### config.mk
export PLATFORM = sky130hd
export DESIGN_NAME = uart_tx_arbiter
export DESIGN_NICKNAME = d
export VERILOG_FILES = /design/src/rtl/uart_ctrl_pkg.sv /design/src/rtl/flag_sync.sv /design/src/rtl/uart_tx_arbiter.sv
export SDC_FILE = /design/constraint.sdc
export NUM_CORES = 1
export LEC_CHECK = 0
export ABC_AREA = 1
export CAP_MARGIN = 0
export CELL_PAD_IN_SITES_DETAIL_PLACEMENT = 0
export CELL_PAD_IN_SITES_GLOBAL_PLACEMENT = 2
export CORE_MARGIN = 4
export CORE_UTILIZATION = 28
export CTS_BUF_LIST = sky130_fd_sc_hd__clkbuf_8
export DETAILED_ROUTE_END_ITERATION = 8
export PLACE_DENSITY = 0.91
export SLEW_MARGIN = 20
export SYNTH_ARGS = -nofsm -noshare
export SYNTH_HDL_FRONTEND = slang
export SYNTH_SLANG_ARGS = --single-unit
### constraint.sdc
create_clock -name clk -period 3.45 [get_ports clk]
set_clock_uncertainty 0.2 [all_clocks]
set_input_delay 0.69 -clock clk [delete_from_list [all_inputs] [get_ports clk]]
set_output_delay 0.69 -clock clk [all_outputs]
set_load 0.01 [all_outputs]
### src/rtl/uart_ctrl_pkg.sv
// Shared types for the UART transmit arbiter / receive sequencer.
//   tx_state_t  : transmit sequencer states
//   rx_state_t  : receive flag-clear handshake states
//   SYNC_STAGES : depth of the status-flag synchronisers
package uart_ctrl_pkg;

    typedef enum logic [2:0] {
        IDLE,
        START,
        WAIT_DONE,
        CLEAR,
        ABORT
    } tx_state_t;

    typedef enum logic {
        R_IDLE,
        R_CLEAR
    } rx_state_t;

    localparam int SYNC_STAGES = 2;

endpackage

### src/rtl/flag_sync.sv
// Multi-flop synchroniser for a single level signal from a foreign clock domain.
//   clk     : destination clock
//   reset_n : asynchronous active-low reset, clears the chain
//   d       : asynchronous input level
//   q       : synchronised level, SYNC_STAGES cycles of latency
module flag_sync
    import uart_ctrl_pkg::*;
(
    input  logic clk,
    input  logic reset_n,
    input  logic d,
    output logic q
);

    logic [SYNC_STAGES-1:0] sync;

    always_ff @(posedge clk or negedge reset_n) begin
        if (!reset_n) begin
            sync <= '0;
        end else begin
            sync <= {sync[SYNC_STAGES-2:0], d};
        end
    end

    assign q = sync[SYNC_STAGES-1];

endmodule

### src/rtl/uart_tx_arbiter.sv
// Round-robin sharing of one UART transmitter among NUM_REQ byte requesters,
// plus the receive-side flag-clear handshake.
//   clk, reset_n          : system clock, async active-low reset
//   req_valid/req_data    : per-requester byte requests (held until req_ack)
//   req_ack, req_err      : completion pulse per requester, err on start timeout
//   tx_data, tx_start     : byte and start strobe to the UART transmitter
//   tx_complete_del_flag  : clears the UART tx_complete_flag (four-phase)
//   tx_busy, tx_complete_flag : UART transmit status (foreign clock domain)
//   rx_data, rx_complete_flag : UART receive byte and done flag (foreign domain)
//   rx_complete_del_flag  : clears the UART rx_complete_flag (four-phase)
//   rx_byte, rx_valid     : captured received byte and its one-cycle strobe
module uart_tx_arbiter
    import uart_ctrl_pkg::*;
#(
    parameter int NUM_REQ       = 4,
    parameter int START_TIMEOUT = 1023
) (
    input  logic                 clk,
    input  logic                 reset_n,
    input  logic [NUM_REQ-1:0]   req_valid,
    input  logic [8*NUM_REQ-1:0] req_data,
    output logic [NUM_REQ-1:0]   req_ack,
    output logic                 req_err,
    output logic [7:0]           tx_data,
    output logic                 tx_start,
    output logic                 tx_complete_del_flag,
    input  logic                 tx_busy,
    input  logic                 tx_complete_flag,
    input  logic [7:0]           rx_data,
    input  logic                 rx_complete_flag,
    output logic                 rx_complete_del_flag,
    output logic [7:0]           rx_byte,
    output logic                 rx_valid
);

    localparam int PW = $clog2(NUM_REQ);
    localparam int TW = $clog2(START_TIMEOUT + 1);

    // ---------------- status synchronisers ----------------
    logic tx_busy_s, tx_complete_flag_s, rx_complete_flag_s;

    flag_sync u_sync_busy (.clk(clk), .reset_n(reset_n), .d(tx_busy),          .q(tx_busy_s));
    flag_sync u_sync_txcf (.clk(clk), .reset_n(reset_n), .d(tx_complete_flag), .q(tx_complete_flag_s));
    flag_sync u_sync_rxcf (.clk(clk), .reset_n(reset_n), .d(rx_complete_flag), .q(rx_complete_flag_s));

    // ---------------- round-robin picker ----------------
    logic [PW-1:0] rr_ptr, grant, pick, ptr_inc;
    logic          pick_vld;

    // Scan from the highest offset down so the nearest valid requester
    // after rr_ptr is the last (winning) assignment.
    always_comb begin
        pick     = '0;
        pick_vld = 1'b0;
        for (int i = NUM_REQ - 1; i >= 0; i--) begin
            if (req_valid[(int'(rr_ptr) + i) % NUM_REQ]) begin
                pick     = PW'((int'(rr_ptr) + i) % NUM_REQ);
                pick_vld = 1'b1;
            end
        end
    end

    assign ptr_inc = (grant == PW'(NUM_REQ - 1)) ? '0 : grant + 1'b1;

    // ---------------- TX sequencer ----------------
    tx_state_t     state, state_nxt;
    logic [TW-1:0] tmo_cnt;
    logic          stale;      // current CLEAR services a leftover flag, not a job
    logic          set_stale, ld_grant, adv;

    always_ff @(posedge clk or negedge reset_n) begin
        if (!reset_n) begin
            state   <= IDLE;
            rr_ptr  <= '0;
            grant   <= '0;
            tx_data <= '0;
            tmo_cnt <= '0;
            stale   <= 1'b0;
        end else begin
            state <= state_nxt;
            if (ld_grant) begin
                grant   <= pick;
                tx_data <= req_data[8*int'(pick) +: 8];
            end
            if (adv) rr_ptr <= ptr_inc;
            if (state == IDLE) stale <= set_stale;
            // Counts cycles spent in START; saturates, cleared elsewhere.
            if (state == START) begin
                if (tmo_cnt != TW'(START_TIMEOUT)) tmo_cnt <= tmo_cnt + 1'b1;
            end else begin
                tmo_cnt <= '0;
            end
        end
    end

    always_comb begin
        state_nxt            = state;
        tx_start             = 1'b0;
        tx_complete_del_flag = 1'b0;
        req_ack              = '0;
        req_err              = 1'b0;
        ld_grant             = 1'b0;
        adv                  = 1'b0;
        set_stale            = 1'b0;
        case (state)
            IDLE: begin
                // A leftover done flag must be cleared before a new start,
                // otherwise it would be mistaken for the new job's completion.
                if (tx_complete_flag_s) begin
                    set_stale = 1'b1;
                    state_nxt = CLEAR;
                end else if (pick_vld) begin
                    ld_grant  = 1'b1;
                    state_nxt = START;
                end
            end
            START: begin
                tx_start = 1'b1;
                // A very short frame may finish before busy is ever seen.
                if (tx_busy_s || tx_complete_flag_s) begin
                    state_nxt = WAIT_DONE;
                end else if (tmo_cnt == TW'(START_TIMEOUT - 1)) begin
                    state_nxt = ABORT;
                end
            end
            WAIT_DONE: begin
                if (tx_complete_flag_s) state_nxt = CLEAR;
            end
            CLEAR: begin
                if (tx_complete_flag_s) begin
                    tx_complete_del_flag = 1'b1;
                end else begin
                    state_nxt = IDLE;
                    if (!stale) begin
                        req_ack[grant] = 1'b1;
                        adv            = 1'b1;
                    end
                end
            end
            ABORT: begin
                req_ack[grant] = 1'b1;
                req_err        = 1'b1;
                adv            = 1'b1;
                state_nxt      = IDLE;
            end
            default: state_nxt = IDLE;
        endcase
    end

    // ---------------- RX handshake ----------------
    rx_state_t rx_state, rx_state_nxt;
    logic      rx_cap;

    always_ff @(posedge clk or negedge reset_n) begin
        if (!reset_n) begin
            rx_state <= R_IDLE;
            rx_byte  <= '0;
            rx_valid <= 1'b0;
        end else begin
            rx_state <= rx_state_nxt;
            rx_valid <= rx_cap;
            if (rx_cap) rx_byte <= rx_data;
        end
    end

    always_comb begin
        rx_state_nxt         = rx_state;
        rx_complete_del_flag = 1'b0;
        rx_cap               = 1'b0;
        case (rx_state)
            R_IDLE: begin
                if (rx_complete_flag_s) begin
                    rx_cap       = 1'b1;
                    rx_state_nxt = R_CLEAR;
                end
            end
            R_CLEAR: begin
                if (rx_complete_flag_s) rx_complete_del_flag = 1'b1;
                else                    rx_state_nxt         = R_IDLE;
            end
            default: rx_state_nxt = R_IDLE;
        endcase
    end

endmodule

==> flow_summary.yaml <==
setup_path:
  cp-end-kind: "output port"
  critPathBufInv: 2
  path_cells: "inv_1 -> nor3_1 -> a31oi_1 -> nor2_1 -> clkdlybuf4s50_1"
  cp_slowest_stage_delay_ns: 0.54
  crit_fanout: 5
  startpoint: "state[1]"
  critPathArrivalTime_ns: 1.94
  cpMaxStageDelayCell: "clkdlybuf4s50_1"
  startpoint_type: "flip-flop"
  r2r-start: "rr_ptr[0]"
  path_class: "reg2out"
  r2r_setup_slack_ns: 1.11
  cp.required_ns: 2.56
  path_delay_family: "buffers and inverters"
clocking:
  ctsHoldBuffers: 0
  cts-root-buf: "clkbuf_8"
  clkSinkCount: 42
  clk_latency_ns: 0.30
  cts_tree: "built"
  htreeDepth: 2
  cts_setup_buffers: 0
  clkTransAtPathRegs_ns: 0.09
  numCtsBuffers: 5
  post_cts_resize_count: 0
  clockBufferDepth: 2
sta:
  period_needed_ns: 2.826
  finalSetupTns_ns: 0
  tightest_slew_ns: 0.9144
  rsz0062_at_grt: "no"
  final_hold_viol_count: 0
  fmax_mhz: 353.9
  period_share: 0.8191
  setup_viol_count_final: 0
  slew_headroom: 0.3904
  slew_violations: 0
placed_design:
  port_buffers: 73
  dp_hpwl_um: 4711
  place_area_mm2: 0.003243
  place_congestion: 0.8121
synth:
  ys_warn_count: 0
  syn_avg_cell_area_um2: 7.285
  synth-seq-cells: 42
  postSynthCellCount: 332
  synthFlopType: "dfrtp_1"
  synth.distinct_cells: 34
  netlist_area_mm2: 0.002419
  syn_nets: 387
  synth_edf_count: 0
  async_flop_share: 1.000
  ys_seq_area_frac: 0.4346
cells_and_area:
  n_antenna_cell: 0
  finish.instance_area_mm2: 0.003333
  final_cell_mix: "nand2_1, clkdlybuf4s50_1, inv_1"
  ff_latch_area_mm2: 0.001051
  layout_commonest_cell: "nand2_1"
  nNetsFinal: 463
  drive_gt1_frac: 0.05868
  multi_input_area_mm2: 0.001066
  fin_util: 0.4016
  area_delta_synth_final_pct: 37.82
  fillers: 879
floorplanning:
  start_util: 0.2914
  io_pins: 74
  rows: 33
  dieArea_mm2: 0.01019
  core_mm2: 0.008299
  die_w_um: 100.9
  die_h_um: 100.9
detailed_routing:
  routed_wl_um: 6043
  drc: 0
  first_iter_violations: 96
  vias: 2261
  drt_pass1_iterations: 4
  viasPerCell: 4.399
  ant_nets: 0
  wl_per_cell_um: 11.76
hold_path:
  hold_path_class: "reg2reg"
  min_from: "u_sync_rxcf.sync[0]"
pwr:
  ir_drop_mv: 0.3344
  p_leak_nw: 1.715
  powerDensity_mw_per_mm2: 651.0
  total_power_mw: 2.170
global_routing:
  antenna_found_initial: 0
  grt_pass1_wl_um: 10160
  overflow: 0
  grt_start_max_net_pins: 43
  grt_pass1_vias: 2302
  grtUsageTotal: 0.1228
outcome:
  outcome: "complete, no violations"
run:
  cap_violations: 0
[worst register-to-register path: cells and delay by family, from the launching register on]
kind / cells / cell delay (ns)
buf+inv: 1 / 0.06
flops: 1 / 0.59
simple gates: 9 / 1.37
[metal layers]
layer / vias to the layer above / part of all wire / routed length [um] / global-route usage
li1: 1179 / - / - / -
met1: 1037 / 0.46 / 2766 / 0.1520
met2: 38 / 0.49 / 2950 / 0.2116
met3: 7 / 0.035 / 214 / 0.02491
met4: 0 / 0.018 / 111 / 0.04294
met5: - / 0 / 0 / 0
[sequential cells by signal, indices dropped and copies added (netlist names), 2 cells and up]
register	cells
tmo_cnt	10
grant	2
u_sync_rxcf.sync	2
u_sync_txcf.sync	2
rr_ptr	2
state	3
u_sync_busy.sync	2
tx_data	8
rx_byte	8
[power by group]
group          internal [mW]  total (mW)  switching [mW]
Clock                  0.142       0.326           0.184
Combinational          0.465        1.14           0.677
Sequential             0.604       0.702          0.0986
Total                   1.21        2.17           0.959
[worst paths after layout]
path | cells past startpoint | endpoint
max | 5 | req_ack[2]
min | 0 | u_sync_rxcf.sync[1]
max reg2reg | 10 | tx_data[7]
min reg2reg | 0 | u_sync_rxcf.sync[1]
max in group asynchronous | 1 | tx_data[3]
min in group asynchronous | 1 | rx_valid
[Yosys cell counts, types with 2 or more instances]
library cell  instances  share of area
xor2_1                2         0.0072
ha_1                  6          0.031
o21ai_0              11          0.023
a211oi_1              4          0.012
buf_4                 2         0.0062
nor3_1                4         0.0083
dfrtp_1              42           0.43
buf_6                 2         0.0093
nand3_1              40          0.083
nand2_2               3         0.0078
o211ai_1              2         0.0062
a21oi_1               3         0.0062
buf_2                 2         0.0041
inv_1                64          0.099
nand3_2               4          0.017
nor2_1               15          0.023
xnor2_1               2         0.0072
a31oi_1               3         0.0078
nand2_1             106           0.16
[cell families after synthesis]
kind of cell,after synthesis,share of synthesized area
adders and majority gates,6,0.03104
buffers and inverters,73,0.1247
and+or+nand+nor,179,0.3239
AOI/OAI and AO/OA,28,0.07139
DFF,42,0.4346
xor gates and xnor gates,4,0.01449
[metrics by stage]
step,hold WS [ns],setup WS (ns),std cells
global placement,0.1335,0.5796,506
finish,0.1552,0.6240,514
global route,0.1639,0.4259,514
CTS,0.1563,0.6059,514
floorplan,0.1312,1.445,332
detailed placement,0.1355,0.5009,506
[area by class of cell]
| type | instances | share of cell area |
|---|---|---|
| Inverter | 67 | 0.07620 |
| Clock buffer | 5 | 0.02065 |
| Clock inverter | 3 | 0.006381 |
| Tap cell | 105 | 0.03941 |
| Sequential cell | 42 | 0.3153 |
| Timing Repair Buffer | 75 | 0.2222 |
| Multi-Input combinational cell | 217 | 0.3198 |
No activity file was read; power rests on OpenSTA's default activity.
